## src/rtl/ee271_final_proj_v2.sv

```systemverilog
// Vending-machine controller: edge-detected coin and selection inputs, price/quantity
// latching, payment check, and delivery/refund reporting with change.
module ee271_final_proj_v2 (
    input  logic       clk,
    input  logic       reset,
    input  logic       cancel,
    input  logic       cont,
    input  logic [2:0] item_sel,
    input  logic [1:0] amt_sel,
    input  logic       DIME,
    input  logic       QUATER,
    input  logic       DOLLAR,
    output logic [2:0] state,
    output logic [2:0] next_state,
    output logic [9:0] collected,
    output logic [9:0] change,
    output logic [2:0] item,
    output logic [1:0] amt,
    output logic [2:0] delivery
);

    localparam int unsigned CW           = 10;
    localparam int unsigned DIME_CENTS   = 10;
    localparam int unsigned QUATER_CENTS = 25;
    localparam int unsigned DOLLAR_CENTS = 100;
    localparam int unsigned PRICE_STEP   = 25;

    typedef enum logic [2:0] {
        S_IDLE    = 3'd0,
        S_AMT     = 3'd1,
        S_PAY     = 3'd2,
        S_DELIVER = 3'd3,
        S_REFUND  = 3'd4,
        S_DONE    = 3'd5
    } state_t;

    state_t cur, nxt;

    logic       cancel_q, cont_q, dime_q, quater_q, dollar_q;
    logic [2:0] item_sel_q;
    logic [1:0] amt_sel_q;

    // Previous-cycle copies of every control input for rising-edge detection
    always_ff @(posedge clk) begin
        if (reset) begin
            cancel_q   <= 1'b0;
            cont_q     <= 1'b0;
            dime_q     <= 1'b0;
            quater_q   <= 1'b0;
            dollar_q   <= 1'b0;
            item_sel_q <= 3'd0;
            amt_sel_q  <= 2'd0;
        end else begin
            cancel_q   <= cancel;
            cont_q     <= cont;
            dime_q     <= DIME;
            quater_q   <= QUATER;
            dollar_q   <= DOLLAR;
            item_sel_q <= item_sel;
            amt_sel_q  <= amt_sel;
        end
    end

    logic cancel_ev, cont_ev, dime_ev, quater_ev, dollar_ev, item_ev, amt_ev;

    assign cancel_ev = cancel & ~cancel_q;
    assign cont_ev   = cont & ~cont_q;
    assign dime_ev   = DIME & ~dime_q;
    assign quater_ev = QUATER & ~quater_q;
    assign dollar_ev = DOLLAR & ~dollar_q;
    assign item_ev   = (item_sel != 3'd0) && (item_sel_q == 3'd0);
    assign amt_ev    = (amt_sel != 2'd0) && (amt_sel_q == 2'd0);

    logic [CW-1:0] coin_sum;
    logic [CW:0]   coin_total;
    logic          coin_state, coin_ok;
    logic [CW-1:0] cost;

    assign coin_sum   = (dime_ev   ? CW'(DIME_CENTS)   : '0)
                      + (quater_ev ? CW'(QUATER_CENTS) : '0)
                      + (dollar_ev ? CW'(DOLLAR_CENTS) : '0);
    assign coin_total = (CW+1)'(collected) + (CW+1)'(coin_sum);
    assign coin_state = (cur == S_IDLE) || (cur == S_AMT) || (cur == S_PAY);
    // A sum that would overflow the 10-bit total is rejected as a whole
    assign coin_ok    = coin_state && !coin_total[CW];
    assign cost       = CW'(item) * CW'(PRICE_STEP) * CW'(amt);

    logic latch_item, latch_amt;

    always_ff @(posedge clk) begin
        if (reset) cur <= S_IDLE;
        else       cur <= nxt;
    end

    // Next state and selection strobes; cancel outranks selection outranks payment
    always_comb begin
        nxt        = cur;
        latch_item = 1'b0;
        latch_amt  = 1'b0;
        case (cur)
            S_IDLE: begin
                if (cancel_ev && (collected != '0)) begin
                    nxt = S_REFUND;
                end else if (item_ev) begin
                    nxt        = S_AMT;
                    latch_item = 1'b1;
                end
            end
            S_AMT: begin
                if (cancel_ev) begin
                    nxt = S_REFUND;
                end else begin
                    latch_item = item_ev;
                    if (amt_ev) begin
                        nxt       = S_PAY;
                        latch_amt = 1'b1;
                    end
                end
            end
            S_PAY: begin
                if (cancel_ev)              nxt = S_REFUND;
                else if (collected >= cost) nxt = S_DELIVER;
            end
            S_DELIVER: nxt = S_DONE;
            S_REFUND:  nxt = S_DONE;
            S_DONE: begin
                if (cont_ev) nxt = S_IDLE;
            end
            default: nxt = S_IDLE;
        endcase
        if (reset) nxt = S_IDLE;
    end

    // Money, selections and result registers
    always_ff @(posedge clk) begin
        if (reset) begin
            collected <= '0;
            change    <= '0;
            item      <= 3'd0;
            amt       <= 2'd0;
            delivery  <= 3'd0;
        end else begin
            case (cur)
                S_DELIVER: begin
                    delivery  <= 3'(amt);
                    change    <= collected - cost;
                    collected <= '0;
                end
                S_REFUND: begin
                    change    <= collected;
                    delivery  <= 3'd0;
                    collected <= '0;
                end
                S_DONE: begin
                    if (cont_ev) begin
                        change   <= '0;
                        delivery <= 3'd0;
                        item     <= 3'd0;
                        amt      <= 2'd0;
                    end
                end
                default: begin
                    if (coin_ok) collected <= coin_total[CW-1:0];
                end
            endcase
            if (latch_item) item <= item_sel;
            if (latch_amt)  amt  <= amt_sel;
        end
    end

    assign state      = cur;
    assign next_state = nxt;

endmodule

```

## config.mk

```make
export PLATFORM = sky130hd
export DESIGN_NAME = ee271_final_proj_v2
export DESIGN_NICKNAME = d
export VERILOG_FILES = /design/src/rtl/ee271_final_proj_v2.sv
export SDC_FILE = /design/constraint.sdc
export NUM_CORES = 1
export LEC_CHECK = 0
export BUFFER_PORTS_ARGS = -buffer_cell sky130_fd_sc_hd__buf_2
export CAP_MARGIN = 20
export CORE_UTILIZATION = 54
export CTS_BUF_LIST = sky130_fd_sc_hd__clkbuf_8
export DETAILED_ROUTE_END_ITERATION = 12
export PLACE_DENSITY_LB_ADDON = 0.12
export SETUP_SLACK_MARGIN = 0.1
export SYNTH_ARGS = -nofsm -noshare
export SYNTH_HDL_FRONTEND = slang
export SYNTH_SLANG_ARGS = --single-unit
```

## constraint.sdc

```tcl
create_clock -name clk -period 3.29 [get_ports clk]
set_input_delay 0.4935 -clock clk [delete_from_list [all_inputs] [get_ports clk]]
set_output_delay 0.4935 -clock clk [all_outputs]
set_load 0.03 [all_outputs]
```

# Word level (Yosys, flattened, before mapping)
# Index checks and enable logic that the tools add are counted.
[classes]
n_mul = 2
reduce_logical = 24
n_addsub = 4
mux = 30
bitwise = 11
n_eq_ne = 6
order_cmp = 1
[ops]
columns = ["operator", "count"]
rows = [
  ["2-to-1 mux 3 bit", 11],
  ["one-hot mux 10 bit (3 select lines)", 1],
  ["2-to-1 mux 10 bit", 2],
  ["one-hot mux 10 bit (2 select lines)", 1],
  ["one-hot mux 3 bit (5 select lines)", 1],
  ["nonzero test 2 bit", 6],
  ["adder 10 x 8 -> 11 bit", 1],
  ["greater-or-equal comparator 10 bit", 1],
  ["multiplier 8 x 2 -> 10 bit", 1],
  ["nonzero test 10 bit", 1],
  ["subtractor 10 bit", 1],
  ["one-hot mux 3 bit (3 select lines)", 1],
  ["adder 6 x 7 -> 8 bit", 1],
  ["multiplier 3 x 5 -> 8 bit, second input constant", 1],
  ["AND reduction 2 bit", 4],
  ["2-to-1 mux 7 bit", 1],
  ["adder 4 x 5 -> 6 bit", 1],
  ["equality test 3 x 2 -> 1 bit, second input constant", 2],
  ["equality test 3 bit, second input constant", 2],
  ["zero test 3 bit", 2],
  ["2-to-1 mux 1 bit", 6],
  ["2-to-1 mux 2 bit", 3],
  ["inverter 1 bit", 6],
  ["nonzero test 3 bit", 2],
  ["other kinds (11)", 19],
]
[totals]
regBits = 41
elab_cells = 91
input_bits = 12

# Logic depth before layout (Yosys ltp)
[depth]
word_depth = 10
depth_mapped = 16

# Worst setup path before layout
# No wires, ideal clock.
[synth_timing]
path_kind = "register to output"
startpoint = "register item[1]"
endpoint = "output next_state[0]"
n_path_buf = 0
slack_ns = -1.093
arrival_ns = 3.889
stages_incl_launch_ff = 17
required_time_ns = 2.796
path_cell_list = "dfxtp_1 > inv_1 > ha_1 > inv_1 > ha_1 > xor2_1 > and2_1 > ha_1 > o21a_1 > o31ai_1 > a21bo_2 > ha_1 > o21a_1 > o21ai_0 > nor2_1 > o311ai_0 > a221oi_1"
[synth_via]
elab_chain_cells = 7
[synth_lines]
columns = ["item", "line_no", "text"]
rows = [
  ["start: declaration", "17", "output logic [2:0] item,"],
  ["start signal: assignment", "166", "if (latch_item) item <= item_sel;"],
  ["multiplier 3 x 5 -> 8 bit", "86", "assign cost = CW'(item) * CW'(PRICE_STEP) * CW'(amt);"],
  ["multiplier 8 x 2 -> 10 bit", "86", ""],
  ["greater-or-equal comparator 10 bit", "122", "else if (collected >= cost) nxt = S_DELIVER;"],
  ["2-to-1 mux 3 bit", "122", ""],
  ["2-to-1 mux 3 bit", "121", "if (cancel_ev) nxt = S_REFUND;"],
  ["one-hot mux 3 bit (5 select lines)", "100", "case (cur)"],
  ["2-to-1 mux 3 bit", "131", "if (reset) nxt = S_IDLE;"],
  ["end: declaration", "14", "output logic [2:0] next_state,"],
]
# Every way passes these cells.

# Final worst setup path
# Same ends and word-level chain as after synthesis.

==> results.txt <==
The flow ran to the end, but the final reports show violations. The final reports fail on setup timing. The worst voltage drop across the vdd grid is 0.436 mV, and the routed wirelength normalized by instance count is 16.9 um. Based on the critical path, the design can be clocked at up to 256 MHz. Setup repair after global routing could not meet its margin everywhere. The die covers 6060 um^2. For the total routing usage reported by global routing, the log shows 30.6%.

Wire length of the first global-routing pass: 14,500 um. For the final design instance area without fill, the log shows 4060 um^2. For the final standard cell count with taps included and fillers excluded, the log shows 535. The sequential cell area came out at 810 um^2. The hold buffer count at cts is 0. The number of clock buffers inserted by TritonCTS came out at 5. Reported leakage power: 1.83 nW. 0 antenna diodes ended up in the layout. The post-route fraction of the period consumed by the critical path was 119%; the count of port buffers added during placement was 44. The number of antenna violations at the first check in global routing is 0, and the total of flip-flops plus latches after synthesis is 40.

Of all nets on the critical path, the largest fanout is 5. The first TritonRoute pass finished after 7 iterations. The total overflow reported by the global router was 0.

Deepest level of the CTS H-tree: 2. In this run the cell area of the synthesized design comes to 3110 um^2. The top-level port count is 46. Cell seen most often among critical-path stages: sky130_fd_sc_hd__ha_4.

Routability-driven placement finished with a final weighted congestion of 0.857. The critical path is of the reg2out type. Of all flip-flops after synthesis, the portion carrying an async set or reset was 0%. The tools report the residual DRC count as 0. The multi-input combinational cells in the finished layout cover a total of 2370 um^2. Among all flip-flop cells after synthesis, the most frequent one is sky130_fd_sc_hd__dfxtp_1. The detailed router finished its first iteration with 253 violations. Once the floorplan was initialized, standard cells occupied 56.1% of the core. Combinational logic is responsible for 62.0% of the overall power.

The cell count after synthesis came out at 378. Sequential fraction of design power: 23.8%. For the detailed placer's ending HPWL, the log shows 6620 um. The average size of a mapped cell was 8.22 um^2; the net switching power figure was 1.36 mW. The tools report the pin count of the biggest net entering global routing as 45. Once placement completed, the tool counted placed cells totaling 520. The power density over the cells came out at 721 nW/um^2. For the overall routed net length, the log shows 9040 um.

From synthesis to final layout, the design area changed by 30.8%. CTS saw 40 sinks. In this run the worst hold path is classified as in2reg.

Final hold violation count: 0. The layout has 451 filler cells. The clock passes through at most 2 buffers.

The number of global-route vias before repair is 3,106. At the later pin of the worst-skew pair, clock insertion delay measures 300 ps. Subtracting the final worst setup slack from the clock period gives 3900 ps. Max-cap violations in this run came to 0. The worst slew margin relative to its limit was 43.0%; the via count of the routed design was 3,234. STA classifies the critical path startpoint as a flip-flop. The register area share after synthesis is 25.8%. The slowest stage of the critical path is the sky130_fd_sc_hd__dfxtp_4 cell. In this run, synthesis inferred 0 flip-flops with an integrated enable. The distinct cell type count after synthesis came out at 58.

The count of endpoints failing setup in the final report was 2; the worst clock skew was 8.79 ps. The tools report the placement row count as 27. At the end of the flow, the number of nets in the layout was 512. At the pin with the least slew margin, the transition time is 855 ps.

Internal power: 1.57 mW. Setup total negative slack on the finished layout was measured at -779 ps. Of the total power, the share spent switching nets is 46.4%. The logs give 73.4% for the post-route core utilization and 0 for the final max-slew violation count. The logs give -611 ps for the final setup slack of the worst path and 14.2% for the clock network fraction of total power. The required time of the critical path was 2800 ps.

TritonCTS built the clock tree. After clock tree synthesis, the clock-pin slew on the worst setup and hold paths is 90 ps. The standard cell core area was 5540 um^2. The count of nets left with antenna violations after detail routing is 0, and the width of the die is 77.9 um. Setup slack on the worst reg-to-reg path comes out at -170 ps. Data arrives at the worst endpoint at 3410 ps. Clock tree synthesis selected as its root buffer the cell sky130_fd_sc_hd__clkbuf_8.

The synthesis warning total came out at 0. Once placement finished, the instance area stood at 3770 um^2. The floorplan step set the die height to 77.9 um. When the netlist entered floorplanning its net count stood at 428.

Cells with a size suffix above 1 make up 32.0% of the layout. The delay contributed by the slowest stage of the critical path is 390 ps. Dividing the detail-routed via count by the number of cells gives 6.04.

STA classifies the critical path endpoint as a primary output. The critical path goes through inv_4 > ha_4 > inv_2 > ha_4 > xor2_2 > and2_4 > ha_4 > o21a_1 > o31ai_2 > a21bo_2 > ha_4 > buf_4 > a21o_1 > o311ai_4 > a221oi_4 > buf_6.
-- power groups by stage --
stage,Clock (mW),Sequential (mW),Combinational [mW]
2_1_floorplan,0,0.858,0.973
3_3_place_gp,0,0.700,1.63
3_5_place_dp,0,0.703,1.67
4_1_cts,0.418,0.694,1.75
5_1_grt,0.438,0.712,1.96
6_report,0.416,0.698,1.82
-- kinds of logic after synthesis --
logic type	count (synthesis)	synth area share, %
AND/OR/NAND/NOR	134	23.6
flip-flops	40	25.8
adder cells (fa/ha/maj)	38	16.3
other	1	0.121
buffers and inverters	37	4.63
AO/OA/AOI/OAI	110	24.1
XOR/XNOR	9	2.54
multiplexers	9	3.02
-- cell usage after synthesis (3+ instances only) --
| cell type | count | area [um^2] |
|---|---|---|
| sky130_fd_sc_hd__a211o_1 | 5 | 43.8 |
| sky130_fd_sc_hd__a21o_1 | 5 | 37.5 |
| sky130_fd_sc_hd__nand2_1 | 12 | 45.0 |
| sky130_fd_sc_hd__or4_1 | 4 | 30.0 |
| sky130_fd_sc_hd__nor3b_1 | 4 | 30.0 |
| sky130_fd_sc_hd__nor4_1 | 5 | 31.3 |
| sky130_fd_sc_hd__nand2b_1 | 9 | 56.3 |
| sky130_fd_sc_hd__o31ai_1 | 4 | 30.0 |
| sky130_fd_sc_hd__nand3_1 | 12 | 60.1 |
| sky130_fd_sc_hd__o211ai_1 | 7 | 52.6 |
| sky130_fd_sc_hd__mux2i_1 | 6 | 60.1 |
| sky130_fd_sc_hd__a21oi_1 | 31 | 155 |
| sky130_fd_sc_hd__o22ai_1 | 3 | 18.8 |
| sky130_fd_sc_hd__nor3_1 | 11 | 55.1 |
| sky130_fd_sc_hd__o21ai_0 | 16 | 80.1 |
| sky130_fd_sc_hd__or3_1 | 4 | 25.0 |
| sky130_fd_sc_hd__clkbuf_1 | 12 | 45.0 |
| sky130_fd_sc_hd__inv_1 | 20 | 75.1 |
| sky130_fd_sc_hd__mux2_2 | 3 | 33.8 |
| sky130_fd_sc_hd__a211oi_1 | 8 | 60.1 |
| sky130_fd_sc_hd__o21a_1 | 4 | 30.0 |
| sky130_fd_sc_hd__nor2b_1 | 21 | 131 |
| sky130_fd_sc_hd__fa_1 | 4 | 80.1 |
| sky130_fd_sc_hd__o311ai_0 | 3 | 26.3 |
| sky130_fd_sc_hd__dfxtp_1 | 40 | 801 |
| sky130_fd_sc_hd__a221oi_1 | 4 | 35.0 |
| sky130_fd_sc_hd__ha_1 | 34 | 425 |
| sky130_fd_sc_hd__xor2_1 | 7 | 61.3 |
| sky130_fd_sc_hd__nor2_1 | 28 | 105 |
| sky130_fd_sc_hd__or2_2 | 4 | 25.0 |
| sky130_fd_sc_hd__and2_1 | 13 | 81.3 |
-- routing by layer --
metal	GRT usage, %	vias up	routed length [um]
li1	-	1556	-
met1	38.3	1535	3990
met2	51.7	114	4350
met3	4.12	29	411
met4	14.0	0	290
met5	0	-	0
-- critical path: cells and delay by family (launching register included) --
family | cells | cell delay, ps
xor gates and xnor gates | 1 | 150
buffers and inverters | 4 | 400
and+or+nand+nor | 1 | 170
DFF | 1 | 390
adders and majority gates | 4 | 810
AOI/OAI and AO/OA | 6 | 1200
-- flip-flops by register name, indices dropped and copies added (netlist names) --
register and flops:
dollar_q 1, amt 2, state 3, dime_q 1, amt_sel_q 2, delivery 2
collected 10, item 3, quater_q 1, cont_q 1, item_sel_q 3, change 10
cancel_q 1
-- placed cells by master (no fill, tap or decap), types with 5 or more instances in the layout --
| cell | count |
|---|---|
| sky130_fd_sc_hd__buf_4 | 47 |
| sky130_fd_sc_hd__buf_2 | 43 |
| sky130_fd_sc_hd__dfxtp_1 | 35 |
| sky130_fd_sc_hd__a21oi_1 | 28 |
| sky130_fd_sc_hd__ha_1 | 27 |
| sky130_fd_sc_hd__nor2_1 | 26 |
| sky130_fd_sc_hd__nor2b_1 | 21 |
| sky130_fd_sc_hd__inv_1 | 17 |
| sky130_fd_sc_hd__o21ai_0 | 13 |
| sky130_fd_sc_hd__nand3_1 | 12 |
| sky130_fd_sc_hd__nand2_1 | 11 |
| sky130_fd_sc_hd__and2_1 | 10 |
| sky130_fd_sc_hd__nor3_1 | 10 |
| sky130_fd_sc_hd__nand2b_1 | 9 |
| sky130_fd_sc_hd__a211oi_1 | 7 |
| sky130_fd_sc_hd__o211ai_1 | 7 |
| sky130_fd_sc_hd__xor2_1 | 6 |
| sky130_fd_sc_hd__mux2i_1 | 6 |
| sky130_fd_sc_hd__ha_4 | 6 |
| sky130_fd_sc_hd__a21o_1 | 5 |
| sky130_fd_sc_hd__nor4_1 | 5 |
| sky130_fd_sc_hd__a211o_1 | 5 |
| sky130_fd_sc_hd__clkbuf_8 | 5 |
-- what timing repair did --
action,4_1_cts,5_1_grt
setup endpoints to repair,4,7
pin swaps,18,17
setup buffers,5,2
resized for setup,15,14
-- stage by stage --
| stage | setup slack (ps) | hold WS, ps | power [mW] |
|---|---|---|---|
| after floorplan | -287 | 573 | 1.83 |
| after global placement | -324 | 437 | 2.33 |
| after detailed placement | -487 | 447 | 2.37 |
| after CTS | -556 | 411 | 2.86 |
| after global routing | -730 | 417 | 3.11 |
| final | -611 | 411 | 2.93 |
-- layout make-up --
| cell class | count | share of cell area, % |
|---|---|---|
| flip-flops and latches | 40 | 19.9 |
| clock buffers | 5 | 1.69 |
| multi-input cells | 301 | 58.3 |
| clock inverters | 3 | 1.02 |
| well taps | 72 | 2.22 |
| repair buffers | 93 | 14.8 |
| inverters | 21 | 2.00 |
-- path summary, 6_finish.rpt --
| check | start | end | depth (start not counted) |
|---|---|---|---|
| setup reg to reg | item[1] | change[9] | 17 |
| setup / recovery | item[1] | next_state[0] | 16 |
| hold / removal | DOLLAR | dollar_q | 2 |
| hold reg to reg | delivery[0] | delivery[0] | 2 |
(Power assumes the default switching activity.)
